## src/rtl/aha_ahb_pkg.sv

```systemverilog
// Shared AHB-Lite encodings and state types for the AhaCM3 interconnect blocks.
package aha_ahb_pkg;

  typedef enum logic [1:0] {
    HTRANS_IDLE   = 2'b00,
    HTRANS_BUSY   = 2'b01,
    HTRANS_NONSEQ = 2'b10,
    HTRANS_SEQ    = 2'b11
  } htrans_e;

  localparam logic [1:0] HRESP_OKAY  = 2'b00;
  localparam logic [1:0] HRESP_ERROR = 2'b01;

  typedef enum logic [1:0] {
    ERR_IDLE = 2'b00,
    ERR_1    = 2'b01,
    ERR_2    = 2'b10
  } err_state_e;

  typedef enum logic [1:0] {
    DSEL_NONE    = 2'b00,
    DSEL_REGION  = 2'b01,
    DSEL_DEFAULT = 2'b10
  } dsel_kind_e;

endpackage

```

## src/rtl/aha_ahb_default_slave.sv

```systemverilog
// AHB default slave: two-cycle ERROR response plus saturating error count,
// last-error address and a one-cycle interrupt pulse.
module aha_ahb_default_slave
  import aha_ahb_pkg::*;
#(
  parameter int ERR_CNT_W = 16
) (
  input  logic                 clk,
  input  logic                 rst_n,
  input  logic                 capture,
  input  logic [31:0]          haddr,
  output logic                 hreadyout,
  output logic [1:0]           hresp,
  output logic [ERR_CNT_W-1:0] err_count,
  output logic [31:0]          err_addr,
  output logic                 err_irq,
  output err_state_e           state_o
);

  err_state_e           state_q, state_d;
  logic [31:0]          pend_addr_q, pend_addr_d;
  logic [31:0]          err_addr_q, err_addr_d;
  logic [ERR_CNT_W-1:0] err_count_q, err_count_d;

  always_comb begin
    state_d     = state_q;
    pend_addr_d = pend_addr_q;
    err_addr_d  = err_addr_q;
    err_count_d = err_count_q;
    hreadyout   = 1'b1;
    hresp       = HRESP_OKAY;
    err_irq     = 1'b0;
    case (state_q)
      ERR_IDLE: begin
        if (capture) begin
          state_d     = ERR_1;
          pend_addr_d = haddr;
        end
      end
      ERR_1: begin
        hreadyout = 1'b0;
        hresp     = HRESP_ERROR;
        state_d   = ERR_2;
      end
      ERR_2: begin
        hresp      = HRESP_ERROR;
        err_irq    = 1'b1;
        err_addr_d = pend_addr_q;
        if (err_count_q != '1) err_count_d = err_count_q + 1'b1;
        // A new faulting address phase completing in ERR2 chains straight into ERR1.
        if (capture) begin
          state_d     = ERR_1;
          pend_addr_d = haddr;
        end else begin
          state_d = ERR_IDLE;
        end
      end
      default: state_d = ERR_IDLE;
    endcase
  end

  always_ff @(posedge clk or negedge rst_n) begin
    if (!rst_n) begin
      state_q     <= ERR_IDLE;
      pend_addr_q <= '0;
      err_addr_q  <= '0;
      err_count_q <= '0;
    end else begin
      state_q     <= state_d;
      pend_addr_q <= pend_addr_d;
      err_addr_q  <= err_addr_d;
      err_count_q <= err_count_d;
    end
  end

  assign err_count = err_count_q;
  assign err_addr  = err_addr_q;
  assign state_o   = state_q;

endmodule

```

## src/rtl/aha_ahb_multi_region.sv

```systemverilog
// AHB-Lite slave port split into NUM_REGIONS contiguous equal windows, with a
// default slave answering every selected transfer that falls outside them.
module aha_ahb_multi_region
  import aha_ahb_pkg::*;
#(
  parameter int          NUM_REGIONS      = 2,
  parameter int          REGION_ADDR_BITS = 17,
  parameter logic [31:0] BASE_ADDR        = 32'h0000_0000,
  parameter int          ERR_CNT_W        = 16
) (
  input  logic                     HCLK,
  input  logic                     HRESETn,
  input  logic                     HSEL,
  input  logic                     HREADY,
  input  logic [1:0]               HTRANS,
  input  logic [2:0]               HSIZE,
  input  logic                     HWRITE,
  input  logic [31:0]              HADDR,
  input  logic [31:0]              HWDATA,
  output logic                     HREADYOUT,
  output logic [1:0]               HRESP,
  output logic [31:0]              HRDATA,
  output logic [NUM_REGIONS-1:0]   S_HSEL,
  input  logic [NUM_REGIONS-1:0]   S_HREADYOUT,
  input  logic [2*NUM_REGIONS-1:0] S_HRESP,
  input  logic [32*NUM_REGIONS-1:0] S_HRDATA,
  output logic [ERR_CNT_W-1:0]     ERR_COUNT,
  output logic [31:0]              ERR_ADDR,
  output logic                     ERR_IRQ
);

  localparam int IDX_W = (NUM_REGIONS > 1) ? $clog2(NUM_REGIONS) : 1;

  logic [31:0]      addr_off, addr_idx;
  logic             in_range, xfer_valid, err_capture;
  dsel_kind_e       dsel_kind_q, dsel_kind_d;
  logic [IDX_W-1:0] dsel_idx_q, dsel_idx_d;
  logic             def_hreadyout;
  logic [1:0]       def_hresp;
  err_state_e       err_state;
  logic             unused_inputs;

  always_comb begin
    addr_off = HADDR - BASE_ADDR;
    addr_idx = addr_off >> REGION_ADDR_BITS;
    in_range = (HADDR >= BASE_ADDR) && (addr_idx < 32'(NUM_REGIONS));
    for (int i = 0; i < NUM_REGIONS; i++) begin
      S_HSEL[i] = HSEL && in_range && (addr_idx == 32'(i));
    end
  end

  // Handshake: an address phase is taken only on a clock edge where HREADY=1;
  // while HREADY=0 the previous data phase is still open and dsel holds.
  assign xfer_valid  = HSEL && HTRANS[1];
  assign err_capture = HREADY && xfer_valid && !in_range;

  always_comb begin
    dsel_kind_d = dsel_kind_q;
    dsel_idx_d  = dsel_idx_q;
    if (HREADY) begin
      if (xfer_valid && in_range) begin
        dsel_kind_d = DSEL_REGION;
        dsel_idx_d  = addr_idx[IDX_W-1:0];
      end else if (xfer_valid) begin
        dsel_kind_d = DSEL_DEFAULT;
      end else begin
        dsel_kind_d = DSEL_NONE;
      end
    end
  end

  always_ff @(posedge HCLK or negedge HRESETn) begin
    if (!HRESETn) begin
      dsel_kind_q <= DSEL_NONE;
      dsel_idx_q  <= '0;
    end else begin
      dsel_kind_q <= dsel_kind_d;
      dsel_idx_q  <= dsel_idx_d;
    end
  end

  aha_ahb_default_slave #(
    .ERR_CNT_W (ERR_CNT_W)
  ) u_default_slave (
    .clk       (HCLK),
    .rst_n     (HRESETn),
    .capture   (err_capture),
    .haddr     (HADDR),
    .hreadyout (def_hreadyout),
    .hresp     (def_hresp),
    .err_count (ERR_COUNT),
    .err_addr  (ERR_ADDR),
    .err_irq   (ERR_IRQ),
    .state_o   (err_state)
  );

  always_comb begin
    HREADYOUT = 1'b1;
    HRESP     = HRESP_OKAY;
    HRDATA    = '0;
    case (dsel_kind_q)
      DSEL_REGION: begin
        HREADYOUT = S_HREADYOUT[dsel_idx_q];
        HRESP     = S_HRESP[2*dsel_idx_q +: 2];
        HRDATA    = S_HRDATA[32*dsel_idx_q +: 32];
      end
      DSEL_DEFAULT: begin
        HREADYOUT = def_hreadyout;
        HRESP     = def_hresp;
      end
      default: ;
    endcase
  end

  // Write-side and size signals are routed to the windows outside this block.
  assign unused_inputs = ^{HSIZE, HWRITE, HWDATA, HTRANS[0], err_state};

endmodule

```

## config.mk

```make
export PLATFORM = sky130hd
export DESIGN_NAME = aha_ahb_multi_region
export DESIGN_NICKNAME = d
export VERILOG_FILES = /design/src/rtl/aha_ahb_pkg.sv /design/src/rtl/aha_ahb_default_slave.sv /design/src/rtl/aha_ahb_multi_region.sv
export SDC_FILE = /design/constraint.sdc
export NUM_CORES = 1
export LEC_CHECK = 0
export ABC_AREA = 1
export BUFFER_PORTS_ARGS = -buffer_cell sky130_fd_sc_hd__clkbuf_2
export CAP_MARGIN = 5
export CORE_MARGIN = 2
export CORE_UTILIZATION = 49
export DETAILED_ROUTE_END_ITERATION = 10
export PLACE_DENSITY = 0.95
export SYNTH_ARGS = -nofsm -noshare
export SYNTH_HDL_FRONTEND = slang
export SYNTH_SLANG_ARGS = --single-unit
```

## constraint.sdc

```tcl
create_clock -name HCLK -period 4 [get_ports HCLK]
set_input_delay 0.2 -clock HCLK [delete_from_list [all_inputs] [get_ports HCLK]]
set_output_delay 0.2 -clock HCLK [all_outputs]
set_load 0.05 [all_outputs]
```

# Word-level counts from Yosys, hierarchy flattened
# Cells that the tools add are included.
classes:
  add_sub_neg: 1
  order_cmp: 3
  n_eq_ne: 7
  n_shift: 2
  muxes: 13
  reduce_logical: 16
ops:
  columns: ["operator", "n"]
  rows:
  - ["$shiftx A64 B7 Y32", 1]
  - ["$ge A32 B1 Y1 const B", 1]
  - ["$logic_not A32 Y1", 1]
  - ["$mux W32", 1]
  - ["$add A16 B1 Y16 const B", 1]
  - ["$ne A16 B16 Y1 const B", 1]
  - ["$eq A15 B1 Y1 const B", 1]
  - ["$lt A15 B2 Y1 const B", 1]
  - ["$logic_and A1 B1 Y1", 8]
  - ["$mux W1", 6]
  - ["$mux W2", 3]
  - ["$pmux W2 S3", 1]
  - ["$reduce_and A2 Y1", 3]
  - ["$eq A2 B1 Y1 const B", 2]
  - ["$eq A2 B2 Y1 const B", 2]
  - ["$pmux W2 S2", 1]
  - ["$reduce_or A2 Y1", 2]
  - ["$shiftx A4 B3 Y2", 1]
  - ["$logic_not A2 Y1", 1]
  - ["$lt A1 B2 Y1 const B", 1]
  - ["$ne A2 B2 Y1 const B", 1]
  - ["$pmux W1 S2", 1]
  - ["$logic_not A1 Y1", 1]
totals:
  register_bits: 85
  inputBits: 144
  output_inout_bits: 86
  word_cells: 48

# Logic depth before layout (Yosys ltp)
# Gate-level depths: netlist of run 1.
depth:
  ltp_word: 6
  ltp_mapped: 9
  ltp_nobuf: 8

# Modules after synthesis
# From an unflattened synthesis of run 1, not the netlist that was laid out.
unflattened:
  hier_cells: 517
  hier_area_um2: 4362.9
by_module_without_submodules:
  columns: ["module", "n_inst", "cells_each", "area_each_um2", "seq_area_each_um2"]
  rows:
  - ["aha_ahb_default_slave", 1, 356, 3579.7, 2052.0]
  - ["aha_ahb_multi_region", 1, 161, 783.3, 75.1]

# Least setup slack after synthesis of run 1
# OpenSTA, ideal clock, no wires.
synth_timing:
  path_type: "register to output"
  startpoint: "reg dsel_kind_q[1]"
  endpoint: "out HRESP[1]"
  t_arrival_ns: 2.260
  required_time_ns: 3.800
  slack_ns: 1.540
  stages_incl_launch_ff: 5
  path_buffers: 0
  cell_sequence: "dfrtp_1 -> inv_1 -> ha_1 -> inv_1 -> nor4_1"
synth_via:
  elab_chain_len: 2
  elab_cells_between_ends: 3
synth_rtl:
  columns: ["item", "line_no", "rtl"]
  rows:
  - ["start: declaration", "aha_ahb_multi_region.sv:36", "dsel_kind_e dsel_kind_q, dsel_kind_d;"]
  - ["start signal: assignment", "aha_ahb_multi_region.sv:77", "dsel_kind_q <= dsel_kind_d;"]
  - ["$eq A2 B2 Y1 / $eq A2 B1 Y1 (equally long branches)", "aha_ahb_multi_region.sv:101", "case (dsel_kind_q)"]
  - ["$pmux W2 S2 *", "aha_ahb_multi_region.sv:101", null]
  - ["end: declaration", "aha_ahb_multi_region.sv:21", "output logic [1:0] HRESP,"]
# Mark *: on every way between the ends. The rest lies on a longest branch, timed or not.

# Worst setup path in the final report of run 1
# Ends and elaborated chain as after synthesis.

==> flow_summary.toml, run 1 <==
[status]
status = "complete, no violations"

[logic_synthesis]
mappedNetlistNets = 752
synth_cell_type_count = 28
count_of_flip_flops_with_a_built_in_enable_after_synthesis = 0
ys_dominant_reg_cell = "sky130_fd_sc_hd__dfrtp_1"
synthesis.area_um2 = 4470
syn-instance-count = 600
ys_seq_elements = 85
post_synthesis_async_set_or_reset_flop_share_pct = 100
synth-warning-count = 0
yosysSeqAreaShare_pct = 47.6
post_synthesis_mean_instance_area_um2 = 7.45

[worst_setup_path]
regToRegStartpoint = "u_default_slave.state_o[0]"
worst_ep_arrival_time_ns = 2.48
cp_data_required_time_ns = 3.80
startpoint_type = "flip-flop"
critical_path_class = "reg2out"
crit_start = "dsel_kind_q[1]"
cp_max_fo = 34
cp-end-kind = "output pin"

[sta]
finalSetupViolations = 0
worst_slack_ns = 1.32
fin_worst_skew_ns = 0.00959
max_clock_freq_mhz = 373
grt_setup_unrepaired = "no"
max-slew-margin-rel_pct = 42.0
pin_slew_with_the_least_headroom_to_its_limit_ns = 0.870
final-hold-violation-count = 0
period_minus_slack_ns = 2.68
report.final.slew_viol_count = 0
setup-tns-final_ns = 0
finalCritPeriodShare_pct = 67.0
hold_slack_ns = 0.0547

[floorplanning]
die_w_um = 99.5
floorplan.initialDensity_pct = 50.8
die_area_um2 = 9910
fp-row-count = 34
die-height_um = 99.5
placeableCoreArea_um2 = 8810
top_level_pins = 230

[final_layout]
areaGrowthSynthToFinish_pct = 26.6
filler_cell_count = 811
final_cell_area_um2 = 5660
most_common_cell_after_layout_fill_and_taps_aside = "sky130_fd_sc_hd__nand2_1"
layout.cells.most_common_list = "241 x sky130_fd_sc_hd__nand2_1, 191 x sky130_fd_sc_hd__clkbuf_2, 91 x sky130_fd_sc_hd__nor2_1"
final_cell_count_no_fill = 893
fin_nets = 931
drive_above_1_share_pct = 29.4

[clock_network]
post_cts_resize_count = 0
post_cts.repair.setup_buffers = 0
tritoncts.num_buffers = 9
cts_tree = "built"
clock_sink_count = 85
clk_latency_ns = 0.35
cts_htree_levels = 3
cts.path.max_buffers = 2
clockRootBuffer = "sky130_fd_sc_hd__clkbuf_8"
clkSlewWorstSetupHoldPaths_ns = 0.09

[power]
power-per-cell-area_nw_per_um2 = 649
leakagePower_nw = 3.21
irDropWorstVdd_mv = 0.242

[drt]
route.vias.total = 4560
route.detailed.drc = 0
route.final.wire_length_um = 12800
routed_antenna_nets = 0
wl_per_cell_um = 14.4
drt_first_pass_iters = 5
viasPerCell = 5.11
drt_iter0_drc = 273

[placement]
place.detailed.instances = 875
io_buffer_count = 192
dpl_worst_slack_ns = 1.74
routabilityCongestion = 0.928
dpl_cell_area_um2 = 5450
dp.final_hpwl_um = 9600

[grt]
first_pass_grt_wire_length_um = 20900
antenna_found_initial = 2
track_usage_pct = 26.9
grt_max_degree = 50
grt_pass1_vias = 4443
global_route.overflow_total = 0

[run]
timing.max_cap.violations = 0

[hold_path]
holdCritPathClass = "in2reg"
holdCritStartpoint = "HREADY"
==> final timing paths <==
path | endpoint | slack [ns] | cells after the start
min in group asynchronous | u_default_slave.err_count[5] | 0.34 | 2
max in group asynchronous | u_default_slave.err_addr[0] | 2.67 | 3
min | dsel_kind_q[0] | 0.05 | 2
max reg2reg | u_default_slave.err_count[6] | 1.76 | 6
min reg2reg | u_default_slave.err_addr[28] | 0.47 | 2
max | HRESP[1] | 1.32 | 5
==> registers in the layout, indices dropped and copies added (netlist names) <==
| signal | count |
|---|---|
| u_default_slave.err_addr | 32 |
| u_default_slave.pend_addr_q | 32 |
| u_default_slave.err_count | 16 |
| dsel_kind_q | 2 |
| u_default_slave.state_o | 2 |
| dsel_idx_q | 1 |
==> metal layers <==
| metal | share of wire (%) | vias up | global-route usage (%) |
|---|---|---|---|
| li1 | - | 2271 | - |
| met1 | 39 | 2064 | 30.8 |
| met3 | 6.2 | 33 | 3.72 |
| met5 | 0 | - | 0 |
| met2 | 51 | 192 | 48.2 |
| met4 | 4.3 | 0 | 15.0 |
==> critical path: stages, from the launching register on <==
cell and delay, ns:
sky130_fd_sc_hd__dfrtp_1 0.40, sky130_fd_sc_hd__inv_1 0.09, sky130_fd_sc_hd__ha_1 0.73, sky130_fd_sc_hd__inv_1 0.14, sky130_fd_sc_hd__nor4_1 0.41, sky130_fd_sc_hd__clkbuf_2 0.35
==> power breakdown <==
part	internal [mW]	switching (mW)
Combinational	0.386	1.24
Sequential	1.21	0.221
Clock	0.291	0.321
==> layout make-up <==
type                       count  area, um^2  share of cell area, %
clock buffer                   9         124                   2.19
timing repair buffer         201        1030                   18.3
sequential                    85        2130                   37.6
antenna                        2        5.00                 0.0884
tap                          108         135                   2.39
multi-input combinational    459        2080                   36.7
clock inverter                 6        71.3                   1.26
inverter                      23        86.3                   1.53
==> per-stage QoR <==
stage                     total power [mW]  util (%)
after floorplan                       2.65         -
after global placement                3.03      61.9
after detailed placement              3.09      61.9
after CTS                             3.70      64.2
after global routing                  3.92      64.3
final                                 3.68      64.3
==> kinds of logic after synthesis <==
group	synth area share, %
adders and majority gates	2.24
DFF	47.6
xor gates and xnor gates	0.979
buffers and inverters	5.99
AOI/OAI and AO/OA	5.93
and+or+nand+nor	37.3
==> what timing repair did <==
item                       CTS  global route
hold endpoints to repair    36             0
hold buffers                 1             0
setup endpoints to repair    0             0
==> synthesized netlist by cell type (3+ instances only) <==
| cell | number | area [um^2] |
|---|---|---|
| sky130_fd_sc_hd__nand2_1 | 241 | 905 |
| sky130_fd_sc_hd__nor2_1 | 91 | 342 |
| sky130_fd_sc_hd__dfrtp_1 | 85 | 2130 |
| sky130_fd_sc_hd__o21ai_0 | 46 | 230 |
| sky130_fd_sc_hd__nand4_1 | 38 | 238 |
| sky130_fd_sc_hd__clkbuf_1 | 20 | 75.1 |
| sky130_fd_sc_hd__inv_1 | 20 | 75.1 |
| sky130_fd_sc_hd__nand3_1 | 10 | 50.1 |
| sky130_fd_sc_hd__ha_1 | 8 | 100 |
| sky130_fd_sc_hd__buf_6 | 5 | 56.3 |
| sky130_fd_sc_hd__buf_2 | 4 | 20.0 |
| sky130_fd_sc_hd__buf_4 | 4 | 30.0 |
| sky130_fd_sc_hd__nor2_4 | 4 | 45.0 |
| sky130_fd_sc_hd__nand2_2 | 3 | 18.8 |
| sky130_fd_sc_hd__xnor2_1 | 3 | 26.3 |
Note: power is estimated with default switching activity, not from simulation.
==> run 2: changes to the inputs <==
ABC_AREA = 0   (was 1)
CORE_UTILIZATION = 45   (was 49)
PLACE_DENSITY = 0.93   (was 0.95)
clock period = 2.6 ns   (was 4 ns; I/O delays follow)
==> run 2 against run 1 <==
  * Register-to-register slack got worse by 1.3 ns
  * Sequential power rose by 53%
  * Utilization fell by 3.6 points
  * Flip-flop and latch count did not move
  * Synthesized cell count fell by 47%
  * Critical path depth rose by 1
  * Combinational power rose by 48%
  * First-iteration DRC count fell by 74%
  * Global-route usage fell by 7.0 points
  * Sequential share of layout area rose by 0.92 points
  * Worst setup slack got worse by 0.86 ns
  * Power rose by 49%
  * Critical path type is now reg2reg
  * Critical endpoint is now u_default_slave.pend_addr_q[30]
==> flow_summary.toml, run 2 <==
[clock_network]
clock_sink_count = 85
clk_latency_ns = 0.35
post_cts_resize_count = 0
tritoncts.num_buffers = 9
cts_htree_levels = 3
clkSlewWorstSetupHoldPaths_ns = 0.09
clockRootBuffer = "sky130_fd_sc_hd__clkbuf_8"
cts_tree = "built"
cts.path.max_buffers = 2

[worst_setup_path]
worst_ep_arrival_time_ns = 2.37
critical_path_class = "reg2reg"
cp-end-kind = "flip-flop"
cp_data_required_time_ns = 2.83
r2r_slack_ns = 0.46
reg2reg_to = "u_default_slave.pend_addr_q[30]"
startpoint_type = "flip-flop"
regToRegStartpoint = "u_default_slave.state_o[0]"
r2r_cells = 6
cp_max_fo = 32

[logic_synthesis]
synth-warning-count = 0
synth_cell_type_count = 36
yosys.cell_count.top_type = "sky130_fd_sc_hd__dfrtp_1"
post-synth-top-area-cell = "sky130_fd_sc_hd__dfrtp_1"
mappedNetlistNets = 471
syn-instance-count = 319
count_of_flip_flops_with_a_built_in_enable_after_synthesis = 0
top_cell_types_by_occurrence_after_synthesis = "85 x sky130_fd_sc_hd__dfrtp_1, 64 x sky130_fd_sc_hd__mux2_2, 33 x sky130_fd_sc_hd__mux2i_1"
post_synthesis_mean_instance_area_um2 = 13.0
synthesis.area_um2 = 4150
yosysSeqAreaShare_pct = 51.3
ys_seq_elements = 85
post_synthesis_async_set_or_reset_flop_share_pct = 100
ys_dominant_reg_cell = "sky130_fd_sc_hd__dfrtp_1"
yosys-top-cells-area = "sky130_fd_sc_hd__dfrtp_1 51%, sky130_fd_sc_hd__mux2_2 17%, sky130_fd_sc_hd__mux2i_1 8.0%"
netlist.area_leader.share_pct = 51.3

[placement]
routabilityCongestion = 0.798
dp.final_hpwl_um = 7730
dpl_cell_area_um2 = 5230
io_buffer_count = 192
place.detailed.instances = 613

[floorplanning]
top_level_pins = 230
die_w_um = 100
die_area_um2 = 10000
floorplan.initialDensity_pct = 45.6
placeableCoreArea_um2 = 9110
fp-row-count = 35
die-height_um = 100

[drt]
route.vias.total = 3234
viasPerCell = 5.05
route.final.wire_length_um = 9950
route.detailed.drc = 0
drt_first_pass_iters = 4
wl_per_cell_um = 15.5
routed_antenna_nets = 0
routed-wl-met2_um = 5340
highest_layer = "met4"
drt_iter0_drc = 72
m1WireLength_um = 3900
detailroute.wirelength.met3_um = 552

[power]
comb_pwr_share_pct = 44.0
total_power_mw = 5.48
power-per-cell-area_nw_per_um2 = 992
leakagePower_nw = 2.66
power.share.sequential_pct = 40.3
irDropWorstVdd_mv = 0.634
internal_power_mw = 3.08
netSwitchingFraction_pct = 43.9
total_switching_power_mw = 2.41
power_frac_clock_pct = 15.7

[sta]
finalCritPeriodShare_pct = 82.2
hold_slack_ns = 0.0184
pin_slew_with_the_least_headroom_to_its_limit_ns = 0.542
final-hold-violation-count = 0
finalSetupViolations = 0
report.final.slew_viol_count = 0
grt_setup_unrepaired = "no"
fin_worst_skew_ns = 0.0134
max-slew-margin-rel_pct = 63.8
setup-tns-final_ns = 0
period_minus_slack_ns = 2.14
max_clock_freq_mhz = 468

[hold_path]
min_to = "u_default_slave.pend_addr_q[4]"
holdCritPathClass = "in2reg"
holdCritStartpoint = "HADDR[4]"
min_path_cells = 2

[final_layout]
final_cell_area_um2 = 5530
fin_nets = 677
final_cell_count_no_fill = 641
antenna-diode-count = 0
areaGrowthSynthToFinish_pct = 33.2
drive_above_1_share_pct = 53.6
layout.cells.most_common_list = "191 x sky130_fd_sc_hd__clkbuf_2, 84 x sky130_fd_sc_hd__dfrtp_1, 64 x sky130_fd_sc_hd__mux2_2"
most_common_cell_after_layout_fill_and_taps_aside = "sky130_fd_sc_hd__clkbuf_2"

[grt]
grt_max_degree = 47
first_pass_grt_wire_length_um = 15600
global_route.overflow_total = 0
track_usage_pct = 20.0
antenna_found_initial = 0
grt_pass1_vias = 3261

[run]
timing.max_cap.violations = 0

[status]
status = "complete, no violations"
[run 2: cell count changes after synthesis, moves of 16 or more]
| cell | delta |
|---|---|
| sky130_fd_sc_hd__nand4_1 | -34 |
| sky130_fd_sc_hd__nor2_1 | -86 |
| sky130_fd_sc_hd__mux2_2 | +64 |
| sky130_fd_sc_hd__clkbuf_1 | -16 |
| sky130_fd_sc_hd__mux2i_1 | +33 |
| sky130_fd_sc_hd__o21ai_0 | -40 |
| sky130_fd_sc_hd__nand2_1 | -236 |
| sky130_fd_sc_hd__nor2b_1 | +32 |
[run 2: routing by layer]
layer  vias to the layer above  track usage [%]
li1                       1549                -
met1                      1560             22.1
met2                       114             37.8
met3                        11             4.04
met4                         0             6.95
met5                         -                0
[run 2: power by group through the flow]
stage / sequential, mW / clock, mW / combinational (mW)
global placement: 2.18 / 0 / 2.35
global route: 2.29 / 0.959 / 2.54
finish: 2.21 / 0.860 / 2.41
CTS: 2.21 / 0.890 / 2.44
floorplan: 3.17 / 0 / 0.821
detailed placement: 2.24 / 0 / 2.43
[run 2: how the worst max path moves through the flow]
stage | startpoint | endpoint | slack, ns | cells past startpoint
finish | u_default_slave.state_o[0] | u_default_slave.pend_addr_q[30] | 0.46 | 6
global route | u_default_slave.state_o[0] | u_default_slave.pend_addr_q[21] | 0.37 | 6
CTS | u_default_slave.state_o[0] | u_default_slave.pend_addr_q[27] | 0.45 | 6
detailed placement | u_default_slave.state_o[0] | u_default_slave.pend_addr_q[3] | 0.47 | 6
global placement | u_default_slave.state_o[0] | u_default_slave.pend_addr_q[23] | 0.52 | 6
floorplan | u_default_slave.state_o[0] | u_default_slave.pend_addr_q[10] | 0.41 | 6
[run 2: through the flow]
step / worst slack (ns) / util (%)
2_1_floorplan: 0.411 / -
3_3_place_gp: 0.524 / 57.4
3_5_place_dp: 0.471 / 57.4
4_1_cts: 0.452 / 60.5
5_1_grt: 0.372 / 60.7
6_report: 0.463 / 60.7
[run 2: layout make-up]
class	instances	area, um^2
clock buffers	9	124
clock inverters	7	55.1
fillers	757	3580
inverters	7	26.3
multi-input cells	211	1910
flip-flops and latches	85	2130
well taps	111	139
repair buffers	211	1150
[run 2: logic make-up after synthesis]
| group | Yosys count | synth area share (%) |
|---|---|---|
| simple gates | 68 | 10.0 |
| fa+ha+maj | 8 | 2.41 |
| mux | 103 | 27.0 |
| xor+xnor | 14 | 2.95 |
| flops | 85 | 51.3 |
| compound gates | 18 | 3.53 |
| buf+inv | 23 | 2.86 |
[run 2: what timing repair did]
action	4_1_cts	5_1_grt
hold buffers	10	2
endpoints found under the hold margin	48	2
buffers inserted	0	0
[run 2: critical path: stages, from the launching register on]
cell and delay (ns):
sky130_fd_sc_hd__dfrtp_1 0.44, sky130_fd_sc_hd__inv_1 0.11, sky130_fd_sc_hd__ha_2 0.28, sky130_fd_sc_hd__inv_1 0.11, sky130_fd_sc_hd__a211oi_4 0.24, sky130_fd_sc_hd__buf_4 0.41
sky130_fd_sc_hd__mux2_2 0.39
==> run 3: changes to the inputs <==
ABC_AREA = 1   (was 0)
CORE_UTILIZATION = 41   (was 45)
PLACE_DENSITY = 0.88   (was 0.93)
clock period = 1.7 ns   (was 2.6 ns; I/O delays follow)
==> run 3 against run 2 <==
  * The run now ends with setup timing left
  * Non-clock buffer count up 37
  * Clock-buffer cell count stayed put
  * Final cell count rose by 51%
  * Largest cell class is now multi-input gates
  * Cell area is 20% higher
  * Combinational power increased by 70%
  * Power is 60% higher
  * Largest power group unchanged
  * Worst setup slack worse by 0.46 ns
==> flow_summary.toml, run 3 (synthesis results as in run 1) <==
[power]
total_switching_power_mw = 4.26
power_frac_clock_pct = 14.9
irDropWorstVdd_mv = 1.01
leakagePower_nw = 3.50
internal_power_mw = 4.49
netSwitchingFraction_pct = 48.7
total_power_mw = 8.74
power-per-cell-area_nw_per_um2 = 1320
power.share.sequential_pct = 38.3
comb_pwr_share_pct = 46.8

[final_layout]
drive_above_1_share_pct = 34.5
areaGrowthSynthToFinish_pct = 48.6
antenna-diode-count = 0
final_util_pct = 61.9
layout.cells.most_common_list = "241 x sky130_fd_sc_hd__nand2_1, 153 x sky130_fd_sc_hd__clkbuf_2, 83 x sky130_fd_sc_hd__dfrtp_1"
fin_nets = 978
filler_cell_count = 921
most_common_cell_after_layout_fill_and_taps_aside = "sky130_fd_sc_hd__nand2_1"

[worst_setup_path]
startpoint_type = "flip-flop"
regToRegStartpoint = "u_default_slave.state_o[1]"
crit_start = "dsel_kind_q[1]"
critical_path_class = "reg2out"
cp-end-kind = "output pin"
cp_max_fo = 3
worst_ep_arrival_time_ns = 1.62
cp_data_required_time_ns = 1.62

[drt]
wl_per_cell_um = 14.1
route.detailed.drc = 0
route.vias.total = 4738
route.final.wire_length_um = 13700
drt_first_pass_iters = 5
routed_antenna_nets = 0
viasPerCell = 4.88
drt_iter0_drc = 351

[sta]
max-slew-margin-rel_pct = 73.0
final-hold-violation-count = 0
finalCritPeriodShare_pct = 100
report.final.slew_viol_count = 0
period_minus_slack_ns = 1.70
grt_setup_unrepaired = "yes"
fin_worst_skew_ns = 0.0124
max_clock_freq_mhz = 588
worst_slack_ns = -0.00116
hold_slack_ns = 0.0256
pin_slew_with_the_least_headroom_to_its_limit_ns = 0.406
finalSetupViolations = 1

[clock_network]
cts_htree_levels = 3
clockRootBuffer = "sky130_fd_sc_hd__clkbuf_8"
cts.path.max_buffers = 2
clk_latency_ns = 0.36
clock_sink_count = 85
cts_tree = "built"
tritoncts.num_buffers = 9
clkSlewWorstSetupHoldPaths_ns = 0.08

[floorplanning]
die-height_um = 108
fp-row-count = 38
placeableCoreArea_um2 = 10700
die_area_um2 = 11800
top_level_pins = 230
floorplan.initialDensity_pct = 41.6
die_w_um = 108

[placement]
dp.final_hpwl_um = 9670
routabilityCongestion = 0.894
io_buffer_count = 192
dpl_worst_slack_ns = 0.0938

[grt]
track_usage_pct = 23.5
grt_pass1_vias = 4733
grt_max_degree = 42
global_route.overflow_total = 0
first_pass_grt_wire_length_um = 21600
antenna_found_initial = 0

[status]
failed_checks = "setup timing"
status = "complete, but fails checks"

[run]
timing.max_cap.violations = 0

[hold_path]
holdCritStartpoint = "HADDR[21]"
holdCritPathClass = "in2reg"
[run 3: per-layer routing]
| metal | global-route usage, % | wire length (um) | up-vias |
|---|---|---|---|
| met4 | 7.33 | 206 | 0 |
| met3 | 6.09 | 1080 | 22 |
| met5 | 0 | 0 | - |
| met2 | 44.1 | 7110 | 195 |
| met1 | 25.7 | 5260 | 2159 |
| li1 | - | - | 2362 |
[run 3: path summary, 6_finish.rpt]
check                                             endpoint  slack (ns)  cells past startpoint
min in group asynchronous     u_default_slave.err_count[9]        0.21                      2
min                        u_default_slave.pend_addr_q[21]        0.03                      3
max reg2reg                u_default_slave.pend_addr_q[27]        0.07                      6
max                                               HRESP[1]      -0.001                      4
max in group asynchronous     u_default_slave.err_addr[31]        0.93                      3
min reg2reg                   u_default_slave.err_addr[22]        0.47                      2
[run 3: layout make-up]
| type | count | area [um^2] | area share [%] |
|---|---|---|---|
| clock buffer | 9 | 124 | 1.86 |
| clock inverter | 7 | 50.0 | 0.753 |
| inverter | 23 | 87.6 | 1.32 |
| multi-input combinational | 459 | 2220 | 33.4 |
| sequential | 85 | 2130 | 32.0 |
| tap | 140 | 175 | 2.64 |
| timing repair buffer | 248 | 1860 | 28.0 |
[run 3: what timing repair did]
item / in CTS / in global routing
hold buffers: 33 / 0
buffers inserted: 1 / 2
pin swaps: 1 / 7
endpoints found under the setup margin: 36 / 55
gates resized for setup: 65 / 64
hold endpoints to repair: 61 / 0
[run 3: worst max-delay path: stages, from the launching register on]
cell and delay (ns):
sky130_fd_sc_hd__dfrtp_1 0.40, sky130_fd_sc_hd__buf_4 0.15, sky130_fd_sc_hd__ha_4 0.23, sky130_fd_sc_hd__nor4_4 0.30, sky130_fd_sc_hd__buf_8 0.19
[run 3: power by group through the flow]
stage               combinational (mW)  sequential [mW]  clock (mW)
CTS                               4.03             3.35        1.33
global route                      4.48             3.45        1.41
global placement                  3.87             3.34           0
finish                            4.09             3.35        1.30
floorplan                         1.42             4.85           0
detailed placement                3.95             3.39           0
[run 3: metrics by stage]
stage / setup TNS (ns) / cell area, um^2 / std cells
2_1_floorplan: -0.0745 / 4580 / 600
3_3_place_gp: 0 / 5740 / 919
3_5_place_dp: 0 / 5740 / 919
4_1_cts: -0.113 / 6490 / 969
5_1_grt: -1.14 / 6650 / 971
6_report: -0.00116 / 6650 / 971
